### src/rtl/disp_pkg.sv
// Shared types and constants for the result display path: FSM states,
// display-symbol codes and their active-low seven-segment patterns.
package disp_pkg;

   typedef enum logic [1:0] {
      ST_IDLE  = 2'd0,
      ST_LOAD  = 2'd1,
      ST_SHIFT = 2'd2,
      ST_DONE  = 2'd3
   } state_t;

   localparam int SHIFT_CYCLES = 16;

   // Symbol codes 0-9 are the decimal digits themselves.
   localparam logic [3:0] SYM_BLANK = 4'd10;
   localparam logic [3:0] SYM_MINUS = 4'd11;
   localparam logic [3:0] SYM_O     = 4'd12;
   localparam logic [3:0] SYM_F     = 4'd13;

   // Active-low patterns, bit order {g,f,e,d,c,b,a}.
   localparam logic [6:0] SEG_0     = 7'b1000000;
   localparam logic [6:0] SEG_1     = 7'b1111001;
   localparam logic [6:0] SEG_2     = 7'b0100100;
   localparam logic [6:0] SEG_3     = 7'b0110000;
   localparam logic [6:0] SEG_4     = 7'b0011001;
   localparam logic [6:0] SEG_5     = 7'b0010010;
   localparam logic [6:0] SEG_6     = 7'b0000010;
   localparam logic [6:0] SEG_7     = 7'b1111000;
   localparam logic [6:0] SEG_8     = 7'b0000000;
   localparam logic [6:0] SEG_9     = 7'b0010000;
   localparam logic [6:0] SEG_BLANK = 7'b1111111;
   localparam logic [6:0] SEG_MINUS = 7'b0111111;
   localparam logic [6:0] SEG_O     = 7'b1000000;
   localparam logic [6:0] SEG_F     = 7'b0001110;

endpackage

### src/rtl/seg7_decode.sv
// Combinational display-symbol to active-low seven-segment pattern decoder.
module seg7_decode
   import disp_pkg::*;
(
   input  logic [3:0] i_sym,
   output logic [6:0] o_seg
);

   always_comb begin
      o_seg = SEG_BLANK;
      unique case (i_sym)
         4'd0:      o_seg = SEG_0;
         4'd1:      o_seg = SEG_1;
         4'd2:      o_seg = SEG_2;
         4'd3:      o_seg = SEG_3;
         4'd4:      o_seg = SEG_4;
         4'd5:      o_seg = SEG_5;
         4'd6:      o_seg = SEG_6;
         4'd7:      o_seg = SEG_7;
         4'd8:      o_seg = SEG_8;
         4'd9:      o_seg = SEG_9;
         SYM_MINUS: o_seg = SEG_MINUS;
         SYM_O:     o_seg = SEG_O;
         SYM_F:     o_seg = SEG_F;
         default:   o_seg = SEG_BLANK;
      endcase
   end

endmodule

### src/rtl/result_display_driver.sv
// Converts a 16-bit arithmetic result to sign + 3 BCD digits (double-dabble)
// and scans it onto a 4-digit active-low seven-segment display.
// Build option: LEADING_ZERO_BLANK_EN blanks leading zeros of the magnitude.
//
// state    | meaning
// ST_IDLE  | waiting for load; display holds previous result
// ST_LOAD  | sign-magnitude split, BCD accumulator cleared
// ST_SHIFT | 16 add-3/shift iterations
// ST_DONE  | new digits visible, done pulse high
module result_display_driver
   import disp_pkg::*;
#(
   parameter logic [15:0] REFRESH_DIV = 16'd50000,
   parameter int          DATA_W      = 16
)
(
   input  logic              clock,
   input  logic              reset,
   input  logic [DATA_W-1:0] ans,
   input  logic              is_signed,
   input  logic              load,
   output logic              busy,
   output logic              done,
   output logic [6:0]        seg,
   output logic [3:0]        an,
   output logic              dp
);

   localparam logic [3:0] ITER_LAST = 4'(SHIFT_CYCLES - 1);

   state_t            r_state;
   logic              r_busy;
   logic              r_done;
   logic [DATA_W-1:0] r_ans;
   logic              r_sgn;
   logic              r_neg;
   logic [DATA_W-1:0] r_mag;
   logic [19:0]       r_bcd;
   logic [3:0]        r_iter;
   logic [3:0][3:0]   r_disp;

   logic [15:0]       r_scan_cnt;
   logic [1:0]        r_idx;
   logic [3:0]        r_an;
   logic [6:0]        r_seg;

   logic [19:0]          w_adj;
   logic [20+DATA_W-1:0] w_shift;
   logic [19:0]          w_bcd_next;
   logic [DATA_W-1:0]    w_mag_next;
   logic                 w_ovf;
   logic [3:0][3:0]      w_new_disp;
   logic [6:0]           w_seg_sel;

   always_comb begin
      w_adj = r_bcd;
      for (int k = 0; k < 5; k++) begin
         if (r_bcd[4*k +: 4] >= 4'd5)
            w_adj[4*k +: 4] = r_bcd[4*k +: 4] + 4'd3;
      end
   end

   assign w_shift    = {w_adj, r_mag} << 1;
   assign w_bcd_next = w_shift[20+DATA_W-1:DATA_W];
   assign w_mag_next = w_shift[DATA_W-1:0];
   assign w_ovf      = |w_bcd_next[19:12];

   // Digits are formed from the post-shift value so they latch on the final shift edge.
   always_comb begin
      w_new_disp[3] = r_neg ? SYM_MINUS : SYM_BLANK;
      w_new_disp[2] = w_bcd_next[11:8];
      w_new_disp[1] = w_bcd_next[7:4];
      w_new_disp[0] = w_bcd_next[3:0];
      if (w_ovf) begin
         w_new_disp[2] = SYM_O;
         w_new_disp[1] = SYM_F;
         w_new_disp[0] = SYM_BLANK;
      end else begin
`ifdef LEADING_ZERO_BLANK_EN
         if (w_bcd_next[11:8] == 4'd0) begin
            w_new_disp[2] = SYM_BLANK;
            if (w_bcd_next[7:4] == 4'd0)
               w_new_disp[1] = SYM_BLANK;
         end
`endif
      end
   end

   always_ff @(posedge clock or posedge reset) begin
      if (reset) begin
         r_state <= ST_IDLE;
         r_busy  <= 1'b0;
         r_done  <= 1'b0;
         r_ans   <= '0;
         r_sgn   <= 1'b0;
         r_neg   <= 1'b0;
         r_mag   <= '0;
         r_bcd   <= '0;
         r_iter  <= '0;
         r_disp  <= {4{SYM_BLANK}};
      end else begin
         r_done <= 1'b0;
         unique case (r_state)
            ST_IDLE: begin
               if (load) begin
                  r_ans   <= ans;
                  r_sgn   <= is_signed;
                  r_busy  <= 1'b1;
                  r_state <= ST_LOAD;
               end
            end
            ST_LOAD: begin
               r_neg   <= r_sgn & r_ans[DATA_W-1];
               r_mag   <= (r_sgn & r_ans[DATA_W-1]) ? -r_ans : r_ans;
               r_bcd   <= '0;
               r_iter  <= '0;
               r_state <= ST_SHIFT;
            end
            ST_SHIFT: begin
               r_bcd  <= w_bcd_next;
               r_mag  <= w_mag_next;
               r_iter <= r_iter + 4'd1;
               if (r_iter == ITER_LAST) begin
                  r_disp  <= w_new_disp;
                  r_done  <= 1'b1;
                  r_state <= ST_DONE;
               end
            end
            ST_DONE: begin
               r_busy  <= 1'b0;
               r_state <= ST_IDLE;
            end
            default: r_state <= ST_IDLE;
         endcase
      end
   end

   seg7_decode u_seg7_decode (
      .i_sym (r_disp[r_idx]),
      .o_seg (w_seg_sel)
   );

   always_ff @(posedge clock or posedge reset) begin
      if (reset) begin
         r_scan_cnt <= '0;
         r_idx      <= '0;
         r_an       <= 4'hF;
         r_seg      <= SEG_BLANK;
      end else begin
         if (r_scan_cnt == REFRESH_DIV - 16'd1) begin
            r_scan_cnt <= '0;
            r_idx      <= r_idx + 2'd1;
         end else begin
            r_scan_cnt <= r_scan_cnt + 16'd1;
         end
         r_an  <= ~(4'b0001 << r_idx);
         r_seg <= w_seg_sel;
      end
   end

   assign busy = r_busy;
   assign done = r_done;
   assign seg  = r_seg;
   assign an   = r_an;
   assign dp   = 1'b1;

endmodule
### config.mk
export PLATFORM = sky130hd
export DESIGN_NAME = result_display_driver
export DESIGN_NICKNAME = d
export VERILOG_FILES = /design/src/rtl/disp_pkg.sv /design/src/rtl/seg7_decode.sv /design/src/rtl/result_display_driver.sv
export SDC_FILE = /design/constraint.sdc
export NUM_CORES = 1
export LEC_CHECK = 0
export BUFFER_PORTS_ARGS = -buffer_cell sky130_fd_sc_hd__buf_2
export CAP_MARGIN = 20
export CELL_PAD_IN_SITES_DETAIL_PLACEMENT = 0
export CELL_PAD_IN_SITES_GLOBAL_PLACEMENT = 1
export CORE_UTILIZATION = 37
export DETAILED_ROUTE_END_ITERATION = 10
export PLACE_DENSITY_LB_ADDON = 0.25
export SLEW_MARGIN = 25
export SYNTH_ARGS = -nofsm -noshare
export SYNTH_HDL_FRONTEND = slang
export SYNTH_SLANG_ARGS = --single-unit
export TNS_END_PERCENT = 30
### constraint.sdc
create_clock -name clock -period 3.6 [get_ports clock]
set_clock_uncertainty 0.05 [all_clocks]
set_input_delay 0.18 -clock clock [delete_from_list [all_inputs] [get_ports clock]]
set_output_delay 0.18 -clock clock [all_outputs]
set_load 0.1 [all_outputs]
==> impl_metrics.csv <==
group,metric,value,unit
sta,hold_viol_final,0,
synthesis,synth_compound_area_frac,0.1277,
synthesis,yosys.area_share.xor_xnor,0.04749,
synthesis,synth.top_cell.area_share,0.4070,
worst_setup_path,setup.worst_path.class,"reg -> reg",
routing,drt_pre_antenna_iters,4,
job,cap_violations,0,
finish,area_growth,14.11,%
placed_design,place_worst_setup_slack,1.212,ns
worst_setup_path,worst-endpoint-arrival,2.62,ns
worst_setup_path,crit_chain,"mux2_2 > o22ai_1 > inv_1 > ha_1 > mux4_2",
die,fp-row-count,43,
worst_setup_path,critPathRequiredTime,3.82,ns
synthesis,yosys_register_bits,104,
power,power_density,663.2,nW/um^2
synthesis,synth.yosys.warnings,0,
worst_setup_path,crit_buf_inv,1,
finish,fill_cell_total_of_the_finished_layout,1352,
sta,period_needed,2.396,ns
clocking,clock_sinks,104,
clocking,cts_made_buffers,9,
worst_setup_path,endpoint_kind,"flop",
synthesis,post_synth_num_cell_types,49,
clocking,worst_skew_pair.late_latency,0.35,ns
clocking,tritoncts,"yes",
finish,nets,615,
grt,groute.usage.overall,0.1528,
sta,final_min_period_over_clock_period,0.6656,
grt,number_of_global_route_vias_before_repair,3758,
grt,grt_start_max_net_pins,53,
placed_design,numPortBuffers,32,
synthesis,synthTopCellsByArea,"sky130_fd_sc_hd__dfrtp_1, sky130_fd_sc_hd__dfstp_2, sky130_fd_sc_hd__ha_1",
die,ioPinCount,34,
synthesis,postSynthNetCount,576,
worst_setup_path,crit_path_top_delay_cell,"sky130_fd_sc_hd__dfrtp_1",
synthesis,postSynthCellCount,528,
synthesis,yosys.area_share.simple,0.1347,
finish,non_filler_cells_final,752,
synthesis,synth.cell_area,5349,um^2
sta,tightestPinTransition,0.9402,ns
die,core_area,13990,um^2
worst_setup_path,slowest_delay,0.51,ns
synthesis,synth-adder-area-share,0.06550,
sta,final-setup-viol-count,0,
worst_setup_path,cp_top_family,"multiplexers",
clocking,cts_setup_buffers,0,
routing,drt_iter0_drc,164,
outcome,run_status,"completed",
routing,total_wirelength,10340,um
synthesis,synth.yosys.seq_area_share,0.4905,
worst_setup_path,r2r_setup_slack,1.20,ns
sta,timing.max_slew.rel_slack,0.3732,
clocking,clock_tree.htree_level_count,3,
die,initial_core_util,0.3824,
clocking,post_cts_resize_count,0,
sta,fin_setup_tns,0,ns
finish,layout.cells.most_common,"sky130_fd_sc_hd__dfrtp_1",
finish,diodes,0,
sta,slew_violations,0,
clocking,worst_case_clock_buffer_depth,2,
sta,rsz_0062_raised_after_global_routing,"no",
grt,grt_first_pass_wirelength,17880,um
synthesis,synth_enable_flop_cells,0,
routing,detail-route-antenna-nets,0,
synthesis,yosys-mux-area-fraction,0.08000,
synthesis,ys_async_sr_fraction,1.000,
worst_setup_path,worst_setup_path_start_kind,"flop",
synthesis,dominant_combinational_cell_family_by_area_after_synthesis,"simple AND/OR/NAND/NOR gates",
die,floorplan.die.height,122.2,um
clocking,cts_hold_buf,9,
clocking,root_buffer,"sky130_fd_sc_hd__clkbuf_16",
worst_setup_path,timing.critical_path.fanout_max,8,
synthesis,synth_largest_area_cell,"sky130_fd_sc_hd__dfrtp_1",
placed_design,post-place-cells,726,
die,die_width,122.2,um
finish,layout_common_cells,"sky130_fd_sc_hd__dfrtp_1, sky130_fd_sc_hd__inv_1, sky130_fd_sc_hd__nand2_1",
grt,antenna_found_initial,0,
sta,achievable-frequency,0.4173,GHz
grt,globalRouteOverflowTotal,0,
power,power.ir.vdd_worst,388.5,uV
sta,post-route-worst-setup-slack,1.204,ns
routing,via_per_inst,5.047,
synthesis,synthesis.area_per_instance,10.13,um^2
routing,wire_per_inst,13.75,um
die,overall_die_area,14940,um^2
routing,drcViolationCount,0,
min_path,hp-class,"in -> reg",
synthesis,synth_top_flop_cell,"sky130_fd_sc_hd__dfrtp_1",
placed_design,detailed_place_hpwl,7177,um
routing,detailroute.via_count,3795,
clocking,clk_pin_slew,0.07,ns
finish,drive_gt1_frac,0.1853,
power,leakage,2.679,nW
placed_design,routabilityCongestion,0.7333,
-- per-layer routing --
metal	vias to the layer above	share of wire	global-route usage
met2	44	0.47	0.2444
li1	1898	-	-
met4	0	0.013	0.04573
met5	-	0	0
met3	10	0.030	0.04368
met1	1843	0.48	0.2003
-- kinds of logic after synthesis --
logic type	after synthesis
simple gates	144
compound gates	115
flops	104
buf+inv	70
mux	37
xor+xnor	29
fa+ha+maj	28
other cells	1
-- worst paths after layout --
check,cells past startpoint,start,endpoint
hold reg to reg,1,r_scan_cnt[0],r_scan_cnt[0]
hold / removal,2,is_signed,r_sgn
setup reg to reg,5,r_idx[0],seg[6]
min in group asynchronous,3,reset,r_scan_cnt[11]
max in group asynchronous,4,reset,r_disp[9]
setup / recovery,5,r_idx[0],seg[6]
-- power breakdown --
part	internal [W]	switching, W	leakage [nW]
registers	0.00142	0.000218	1.30
clock network	0.000627	0.000434	0.152
logic	0.000549	0.000803	1.23
-- synthesized netlist by cell type (5+ instances only) --
cell                       number
sky130_fd_sc_hd__mux2i_1        9
sky130_fd_sc_hd__a22o_1         5
sky130_fd_sc_hd__xor2_1         9
sky130_fd_sc_hd__ha_1          28
sky130_fd_sc_hd__xnor2_1       20
sky130_fd_sc_hd__inv_1         50
sky130_fd_sc_hd__nand4_1        5
sky130_fd_sc_hd__nand2b_1       6
sky130_fd_sc_hd__nand2_1       48
sky130_fd_sc_hd__nor3_1         9
sky130_fd_sc_hd__dfstp_2       17
sky130_fd_sc_hd__o22ai_1       24
sky130_fd_sc_hd__clkbuf_1      13
sky130_fd_sc_hd__nor3b_1        7
sky130_fd_sc_hd__dfrtp_1       87
sky130_fd_sc_hd__o21ai_0       34
sky130_fd_sc_hd__nor2_1        37
sky130_fd_sc_hd__a21oi_1       29
sky130_fd_sc_hd__nand3_1       15
sky130_fd_sc_hd__mux2_2        26
-- sequential cells by signal, summed over array words and instances (netlist names) --
signal,cells
r_ans,16
busy,1
r_state,2
r_neg,1
an,4
r_disp,13
done,1
r_iter,4
r_mag,16
r_sgn,1
r_scan_cnt,16
seg,7
r_idx,2
r_bcd,20
-- final cells by class --
class | instances | area (um^2) | area share
multi-input cells | 354 | 2440 | 0.3998
flip-flops and latches | 104 | 2624 | 0.4299
clock buffers | 11 | 242.7 | 0.03977
repair buffers | 47 | 297.8 | 0.04879
well taps | 180 | 225.2 | 0.03690
clock inverters | 5 | 80.08 | 0.01312
inverters | 51 | 193.9 | 0.03178
-- per-stage QoR --
step | total power, W | cell area, um^2 | utilization | hold WS, ns
after floorplan | 0.002690 | 5349 | - | 0.2806
after global placement | 0.002972 | 5680 | 0.4061 | 0.2572
after detailed placement | 0.003014 | 5680 | 0.4061 | 0.2700
after CTS | 0.004103 | 6093 | 0.4356 | 0.0005611
after global routing | 0.004382 | 6103 | 0.4363 | 0.003303
final | 0.004048 | 6103 | 0.4363 | 0.01318
(Power assumes the default switching activity.)
